File: config.mk
export PLATFORM = sky130hd
export DESIGN_NAME = vx_wb_commit_arb
export DESIGN_NICKNAME = d
export VERILOG_FILES = /design/src/rtl/vx_wb_commit_arb.sv
export SDC_FILE = /design/constraint.sdc
export NUM_CORES = 1
export LEC_CHECK = 0
export ABC_CLOCK_PERIOD_IN_PS = 3700
export CAP_MARGIN = 20
export CORE_AREA = 3 3 259 261
export DETAILED_ROUTE_END_ITERATION = 7
export DIE_AREA = 0 0 262 264
export GPL_TIMING_DRIVEN = 0
export SLEW_MARGIN = 20
export SYNTH_ARGS = -nofsm -noshare
export SYNTH_HDL_FRONTEND = slang
export SYNTH_HIERARCHICAL = 1
export SYNTH_SLANG_ARGS = --single-unit
File: constraint.sdc
create_clock -name clk -period 3.7 [get_ports clk]
set_input_delay 0.74 -clock clk [delete_from_list [all_inputs] [get_ports clk]]
set_output_delay 0.74 -clock clk [all_outputs]
set_load 0.02 [all_outputs]
File: src/rtl/vx_wb_commit_arb.sv
// ---------------------------------------------------------------------------
// vx_wb_commit_arb
// Writeback commit arbiter. Merges NUM_INPUTS valid/ready commit ports onto
// the single valid-only writeback bus of the SIMT core. Multi-beat packets
// (sop..eop) are kept atomic by locking the arbiter to the owning port; the
// output is registered and all flow control is applied on the input side.
//
// Ports:
//   clk           clock
//   reset_n       synchronous active-low reset
//   valid_in      per-port beat valid
//   data_in       per-port payload, port i at [i*DATAW +: DATAW]
//   ready_in      per-port accept (combinational, one-hot or zero)
//   valid_out     registered writeback valid
//   data_out      registered writeback payload (holds when valid_out=0)
//   locked        a multi-beat packet is in progress
//   conflict_cnt  saturating count of cycles with a valid but ungranted port
// ---------------------------------------------------------------------------

// Simulation-only protocol and sanity checks for the commit arbiter.
module vx_wb_commit_arb_chk #(
  parameter int NUM_INPUTS = 4
) (
  input logic                  clk,
  input logic                  reset_n,
  input logic                  lock_vld,
  input logic                  accept,
  input logic                  sop,
  input logic [NUM_INPUTS-1:0] valid_in,
  input logic [NUM_INPUTS-1:0] ready_in
);

  a_ready_onehot: assert property (@(posedge clk) disable iff (!reset_n)
    $onehot0(ready_in));

  a_ready_needs_valid: assert property (@(posedge clk) disable iff (!reset_n)
    ((ready_in & ~valid_in) == {NUM_INPUTS{1'b0}}));

  // A new packet must not start on the port that already owns the lock.
  a_sop_while_locked: assert property (@(posedge clk) disable iff (!reset_n)
    !(lock_vld && accept && sop));

endmodule

module vx_wb_commit_arb #(
  parameter int NUM_INPUTS = 4,
  parameter int DATAW      = 128,
  parameter int CU_W       = 2,
  parameter int PERF_W     = 16
) (
  input  logic                        clk,
  input  logic                        reset_n,
  input  logic [NUM_INPUTS-1:0]       valid_in,
  input  logic [NUM_INPUTS*DATAW-1:0] data_in,
  output logic [NUM_INPUTS-1:0]       ready_in,
  output logic                        valid_out,
  output logic [DATAW-1:0]            data_out,
  output logic                        locked,
  output logic [PERF_W-1:0]           conflict_cnt
);

  localparam int PTR_W = (NUM_INPUTS > 1) ? $clog2(NUM_INPUTS) : 1;
  localparam logic [PTR_W-1:0] LAST_ID = PTR_W'(NUM_INPUTS - 1);

  // Round-robin successor of a port id, wrapping at the last port.
  function automatic logic [PTR_W-1:0] next_ptr(input logic [PTR_W-1:0] id);
    logic [PTR_W-1:0] nxt;
    if (id == LAST_ID) begin
      nxt = {PTR_W{1'b0}};
    end else begin
      nxt = id + PTR_W'(1);
    end
    return nxt;
  endfunction

  logic [PTR_W-1:0]      rr_ptr_r;
  logic                  lock_vld_r;
  logic [PTR_W-1:0]      lock_id_r;
  logic                  valid_out_r;
  logic [DATAW-1:0]      data_out_r;
  logic [PERF_W-1:0]     conflict_cnt_r;

  logic                  rr_hit_s;
  logic [PTR_W-1:0]      rr_id_s;
  logic                  gnt_vld_s;
  logic [PTR_W-1:0]      gnt_id_s;
  logic [NUM_INPUTS-1:0] ready_s;
  logic [DATAW-1:0]      beat_s;
  logic                  beat_sop_s;
  logic                  beat_eop_s;
  logic                  conflict_s;

  // Round-robin search starting at rr_ptr_r. The first pass finds the lowest
  // valid port below the pointer (wrap-around tail); the second pass finds the
  // lowest valid port at or above it and, when present, overrides the first.
  always_comb begin
    rr_hit_s = 1'b0;
    rr_id_s  = {PTR_W{1'b0}};
    for (int j = NUM_INPUTS - 1; j >= 0; j--) begin
      rr_hit_s = rr_hit_s | (valid_in[j] && (PTR_W'(j) < rr_ptr_r));
      rr_id_s  = (valid_in[j] && (PTR_W'(j) < rr_ptr_r)) ? PTR_W'(j) : rr_id_s;
    end
    for (int j = NUM_INPUTS - 1; j >= 0; j--) begin
      rr_hit_s = rr_hit_s | (valid_in[j] && (PTR_W'(j) >= rr_ptr_r));
      rr_id_s  = (valid_in[j] && (PTR_W'(j) >= rr_ptr_r)) ? PTR_W'(j) : rr_id_s;
    end
  end

  // Final grant: nothing during reset, only the lock owner while locked
  // (a bubble if it is idle), otherwise the round-robin winner.
  always_comb begin
    if (!reset_n) begin
      gnt_vld_s = 1'b0;
      gnt_id_s  = {PTR_W{1'b0}};
    end else if (lock_vld_r) begin
      gnt_vld_s = valid_in[lock_id_r];
      gnt_id_s  = lock_id_r;
    end else begin
      gnt_vld_s = rr_hit_s;
      gnt_id_s  = rr_id_s;
    end
  end

  // Decode the grant into ready_in and mux the accepted beat.
  always_comb begin
    ready_s = {NUM_INPUTS{1'b0}};
    beat_s  = {DATAW{1'b0}};
    for (int j = 0; j < NUM_INPUTS; j++) begin
      ready_s[j] = gnt_vld_s && (gnt_id_s == PTR_W'(j));
      beat_s     = beat_s | ({DATAW{ready_s[j]}} & data_in[j*DATAW +: DATAW]);
    end
  end

  assign beat_sop_s = beat_s[CU_W+1];
  assign beat_eop_s = beat_s[CU_W];
  assign conflict_s = |(valid_in & ~ready_s);

  // Arbiter state, lock tracking, output register and conflict counter.
  always_ff @(posedge clk) begin
    if (!reset_n) begin
      rr_ptr_r       <= {PTR_W{1'b0}};
      lock_vld_r     <= 1'b0;
      lock_id_r      <= {PTR_W{1'b0}};
      valid_out_r    <= 1'b0;
      data_out_r     <= {DATAW{1'b0}};
      conflict_cnt_r <= {PERF_W{1'b0}};
    end else begin
      valid_out_r <= gnt_vld_s;
      if (gnt_vld_s) begin
        data_out_r <= beat_s;
      end else begin
        data_out_r <= data_out_r;
      end

      // eop always releases (this also covers single-beat packets); a sop
      // without eop opens the lock; middle beats leave the state alone.
      if (gnt_vld_s && beat_eop_s) begin
        lock_vld_r <= 1'b0;
        lock_id_r  <= lock_id_r;
        rr_ptr_r   <= next_ptr(gnt_id_s);
      end else if (gnt_vld_s && beat_sop_s) begin
        lock_vld_r <= 1'b1;
        lock_id_r  <= gnt_id_s;
        rr_ptr_r   <= rr_ptr_r;
      end else begin
        lock_vld_r <= lock_vld_r;
        lock_id_r  <= lock_id_r;
        rr_ptr_r   <= rr_ptr_r;
      end

      if (conflict_s && (conflict_cnt_r != {PERF_W{1'b1}})) begin
        conflict_cnt_r <= conflict_cnt_r + PERF_W'(1);
      end else begin
        conflict_cnt_r <= conflict_cnt_r;
      end
    end
  end

  assign ready_in     = ready_s;
  assign valid_out    = valid_out_r;
  assign data_out     = data_out_r;
  assign locked       = lock_vld_r;
  assign conflict_cnt = conflict_cnt_r;

  vx_wb_commit_arb_chk #(
    .NUM_INPUTS (NUM_INPUTS)
  ) u_chk (
    .clk      (clk),
    .reset_n  (reset_n),
    .lock_vld (lock_vld_r),
    .accept   (gnt_vld_s),
    .sop      (beat_sop_s),
    .valid_in (valid_in),
    .ready_in (ready_s)
  );

endmodule

==> tab_implementation.tex <==
\begin{tabular}{lr}
\hline
Metric & Value \\
\hline
\multicolumn{2}{l}{\textbf{Place}} \\
Worst setup timing slack at the placement stage & -2.12 ns \\
Port Buf Inserts & 667 \\
Half-perimeter wire length of the detailed placement result & 43.4 mm \\
Number of instances in the placed design & 2425 \\
Routability Congestion & 0.880 \\
\multicolumn{2}{l}{\textbf{Detailed routing}} \\
Drt drc & 0 \\
Vias & 10979 \\
Drt wl/cell & 22.2 µm \\
Wire length after detailed routing & 54.6 mm \\
Number of antenna-violating nets in the routed design & 0 \\
Detailed-routing iteration count for the pre-antenna-repair pass & 5 \\
Average vias per placed instance & 4.46 \\
Initial drt markers & 888 \\
\multicolumn{2}{l}{\textbf{Pwr}} \\
Cell-internal power & 4.66 mW \\
Design Power & 7.68 mW \\
Switching part of the total & 39.3\% \\
Combinational cell fraction of total power & 48.2\% \\
Switching power of the nets & 3.02 mW \\
Power density relative to cell area & 472 nW/µm² \\
Leakage dissipation & 5.60 nW \\
Part of the total power dissipated in sequential elements & 29.1\% \\
Peak ir drop on the vdd network & 0.343 mV \\
Clk network pwr share & 22.6\% \\
\multicolumn{2}{l}{\textbf{Critical path}} \\
Arrival time at the worst endpoint & 2.85 ns \\
Crit path required time & 2.96 ns \\
Top fanout value on the critical path & 19 \\
Element type at the critical path end & output pin \\
Startpoint kind of the worst setup timing path & input pin \\
Critical setup path kind & input pin to output pin \\
\multicolumn{2}{l}{\textbf{Synthesis}} \\
Post-synthesis instance total & 903 \\
Avg Cell Area, Syn & 8.69 µm² \\
Ranking of synthesized cells by area & sky130\_fd\_sc\_hd\_\_dfxtp\_1 (38\%), sky130\_fd\_sc\_hd\_\_a22oi\_1 (17\%), sky130\_fd\_sc\_hd\_\_a221o\_1 (9.7\%) \\
Number of warning messages in the yosys log & 6 \\
FF+latch count, synth & 150 \\
Net count after synthesis & 1426 \\
Count of different cell masters after synthesis & 42 \\
Cell taking the most area after synthesis & sky130\_fd\_sc\_hd\_\_dfxtp\_1 \\
Main synth FF type & sky130\_fd\_sc\_hd\_\_dfxtp\_1 \\
Sequential-to-total area share from yosys stat & 38.3\% \\
Number of flops mapped to enable cells by yosys & 0 \\
Top-area cell type share of the netlist area & 38.3\% \\
Post-synthesis cell area & 7850 µm² \\
Async set or reset register ratio after synthesis & 0\% \\
\multicolumn{2}{l}{\textbf{Timing}} \\
Final Skew & 0.0128 ns \\
Setup-failing EPs final & 0 \\
Final hold violations & 0 \\
Final critical-path share of the clock period & 97.1\% \\
Max-slew headroom & 52.4\% \\
Worst-case hold slack & 0.496 ns \\
RSZ-0062 raised after global routing & false \\
Worst-Margin Slew & 0.715 ns \\
Minimum clock period & 3.59 ns \\
Number of pins with negative max-slew slack in the final report & 0 \\
Final worst-path setup slack & 0.107 ns \\
Highest achievable clock rate & 278 MHz \\
\multicolumn{2}{l}{\textbf{Clock tree}} \\
Clock buffers created by TritonCTS & 17 \\
Clock slew seen by the registers of the worst setup and hold paths & 0.07 ns \\
Clock root buffer & sky130\_fd\_sc\_hd\_\_clkbuf\_16 \\
Number of clock sinks & 150 \\
TritonCTS clock tree & built \\
Clock buffer depth & 2 \\
CTS H-tree lvls & 4 \\
Clock Latency Late Sink & 0.48 ns \\
CTS Hold Buffers Added & 0 \\
\multicolumn{2}{l}{\textbf{Die}} \\
Total Die Area & 69200 µm² \\
Floorplan core area & 64700 µm² \\
Number of placement rows & 93 \\
Die X-Extent & 262 µm \\
Number of top-level pins & 668 \\
Die height & 264 µm \\
Effective utilization at floorplan & 12.1\% \\
\multicolumn{2}{l}{\textbf{GRT}} \\
Global-route wire length before repair & 74.5 mm \\
Via count of the first global-routing pass & 11281 \\
Number of antenna violations at the first check in global routing & 2 \\
Met3 Usage GRT & 4.88\% \\
Total routing usage reported by global routing & 14.8\% \\
GRT Residual Overflow & 0 \\
Busiest grt layer & met2 \\
Largest net degree at the start of global routing & 20 \\
GR met1 Demand/Resource & 17.3\% \\
Met2 usage & 24.9\% \\
\multicolumn{2}{l}{\textbf{Run status}} \\
Status & completed \\
\multicolumn{2}{l}{\textbf{Final layout}} \\
Number of inserted filler cells in the final layout & 6965 \\
Register Area & 3000 µm² \\
Share of cells above drive strength 1 & 5.79\% \\
Number of nets in the layout & 2115 \\
Area of the multi-input gates & 4380 µm² \\
Most used cells in the layout excluding fill and tap cells & sky130\_fd\_sc\_hd\_\_clkdlybuf4s50\_1 (659), sky130\_fd\_sc\_hd\_\_a22oi\_1 (178), sky130\_fd\_sc\_hd\_\_dfxtp\_1 (150) \\
Leading cell type in the layout, fill and taps excluded & sky130\_fd\_sc\_hd\_\_clkdlybuf4s50\_1 \\
Final std cells w/o fill & 2461 \\
Final core utilization & 25.1\% \\
Area Growth Syn to Fin & 107\% \\
\multicolumn{2}{l}{\textbf{Hold path}} \\
Class of the most critical hold timing path & flip-flop to flip-flop \\
\multicolumn{2}{l}{\textbf{Run}} \\
Max-capacitance violation count & 0 \\
\hline
\end{tabular}
## worst max-delay path, stage by stage
cell	delay, ns
sky130_fd_sc_hd__clkdlybuf4s15_1	0.31
sky130_fd_sc_hd__nand2b_1	0.14
sky130_fd_sc_hd__a21boi_0	0.12
sky130_fd_sc_hd__o41ai_2	0.31
sky130_fd_sc_hd__nand2_1	0.17
sky130_fd_sc_hd__inv_1	0.12
sky130_fd_sc_hd__ha_2	0.24
sky130_fd_sc_hd__clkbuf_8	0.25
sky130_fd_sc_hd__and3_1	0.19
sky130_fd_sc_hd__clkdlybuf4s15_2	0.26
## synthesized netlist by cell type (all sizes together), types with 2 or more instances
library cell,instances
or3,6
buf,25
a221o,76
inv,7
or4,8
nand3,11
clkbuf,83
nor2,58
nand2,9
o31ai,8
nor4,2
nor3,2
nor2b,5
and4,2
ha,5
a21oi,23
mux2i,3
dfxtp,150
a311oi,50
o21ai,161
nand2b,5
nand4,4
and3,8
a22oi,178
## sequential cells by signal, indices dropped and copies added (netlist names)
signal	cells
conflict_cnt	16
locked	1
rr_ptr_r	2
data_out	128
lock_id_r	2
valid_out	1
## final timing paths
check / slack [ns] / cells after the start / endpoint / startpoint
worst max-delay path: 0.11 / 10 / ready_in[1] / valid_in[3]
worst min register to register: 0.50 / 2 / data_out[90] / data_out[90]
worst min-delay path: 0.50 / 2 / data_out[90] / data_out[90]
worst max register to register: 0.42 / 11 / data_out[80] / rr_ptr_r[0]
## what timing repair did
item,in CTS,in global routing
buffers inserted,7,1
resized for setup,40,13
setup endpoints to repair,145,7
hold endpoints to repair,0,0
cloned,0,0
pin swaps,4,2
## cells by family (layout without fill, tap and decap cells)
| family | count (synthesis) | after routing | share of synthesized area, % |
|---|---|---|---|
| flops | 150 | 150 | 38.3 |
| fa+ha+maj | 5 | 5 | 0.797 |
| simple gates | 122 | 122 | 7.69 |
| buf+inv | 115 | 817 | 6.33 |
| mux | 5 | 5 | 0.813 |
| other cells | 0 | 1 | 0 |
| compound gates | 506 | 506 | 46.1 |
## routing by layer
metal | share of wire, % | vias up
li1 | - | 5045
met1 | 40 | 5296
met2 | 48 | 570
met3 | 9.2 | 66
met4 | 2.9 | 2
met5 | 0.024 | -
## power by group through the flow
stage / combinational, mW / clock [mW] / sequential [mW]
floorplan: 1.17 / 0 / 2.69
global placement: 3.64 / 0 / 2.25
detailed placement: 3.66 / 0 / 2.26
CTS: 3.73 / 1.83 / 2.23
global route: 3.95 / 1.87 / 2.28
finish: 3.70 / 1.74 / 2.24
## area by class of cell
type,count,share of cell area [%]
Antenna cell,1,0.0154
Buffer,103,3.12
Clock buffer,18,2.70
Clock inverter,14,0.723
Inverter,7,0.162
Multi-Input combinational cell,638,27.0
Sequential cell,150,18.5
Tap cell,855,6.58
Timing Repair Buffer,675,41.3
## stage by stage
step / cell area, µm² / setup TNS, ns
after floorplan: 7850 / 0
after global placement: 15600 / -156.49
after detailed placement: 15600 / -136.49
after CTS: 16300 / 0
after global routing: 16300 / 0
final: 16300 / 0
(Power assumes the default switching activity.)
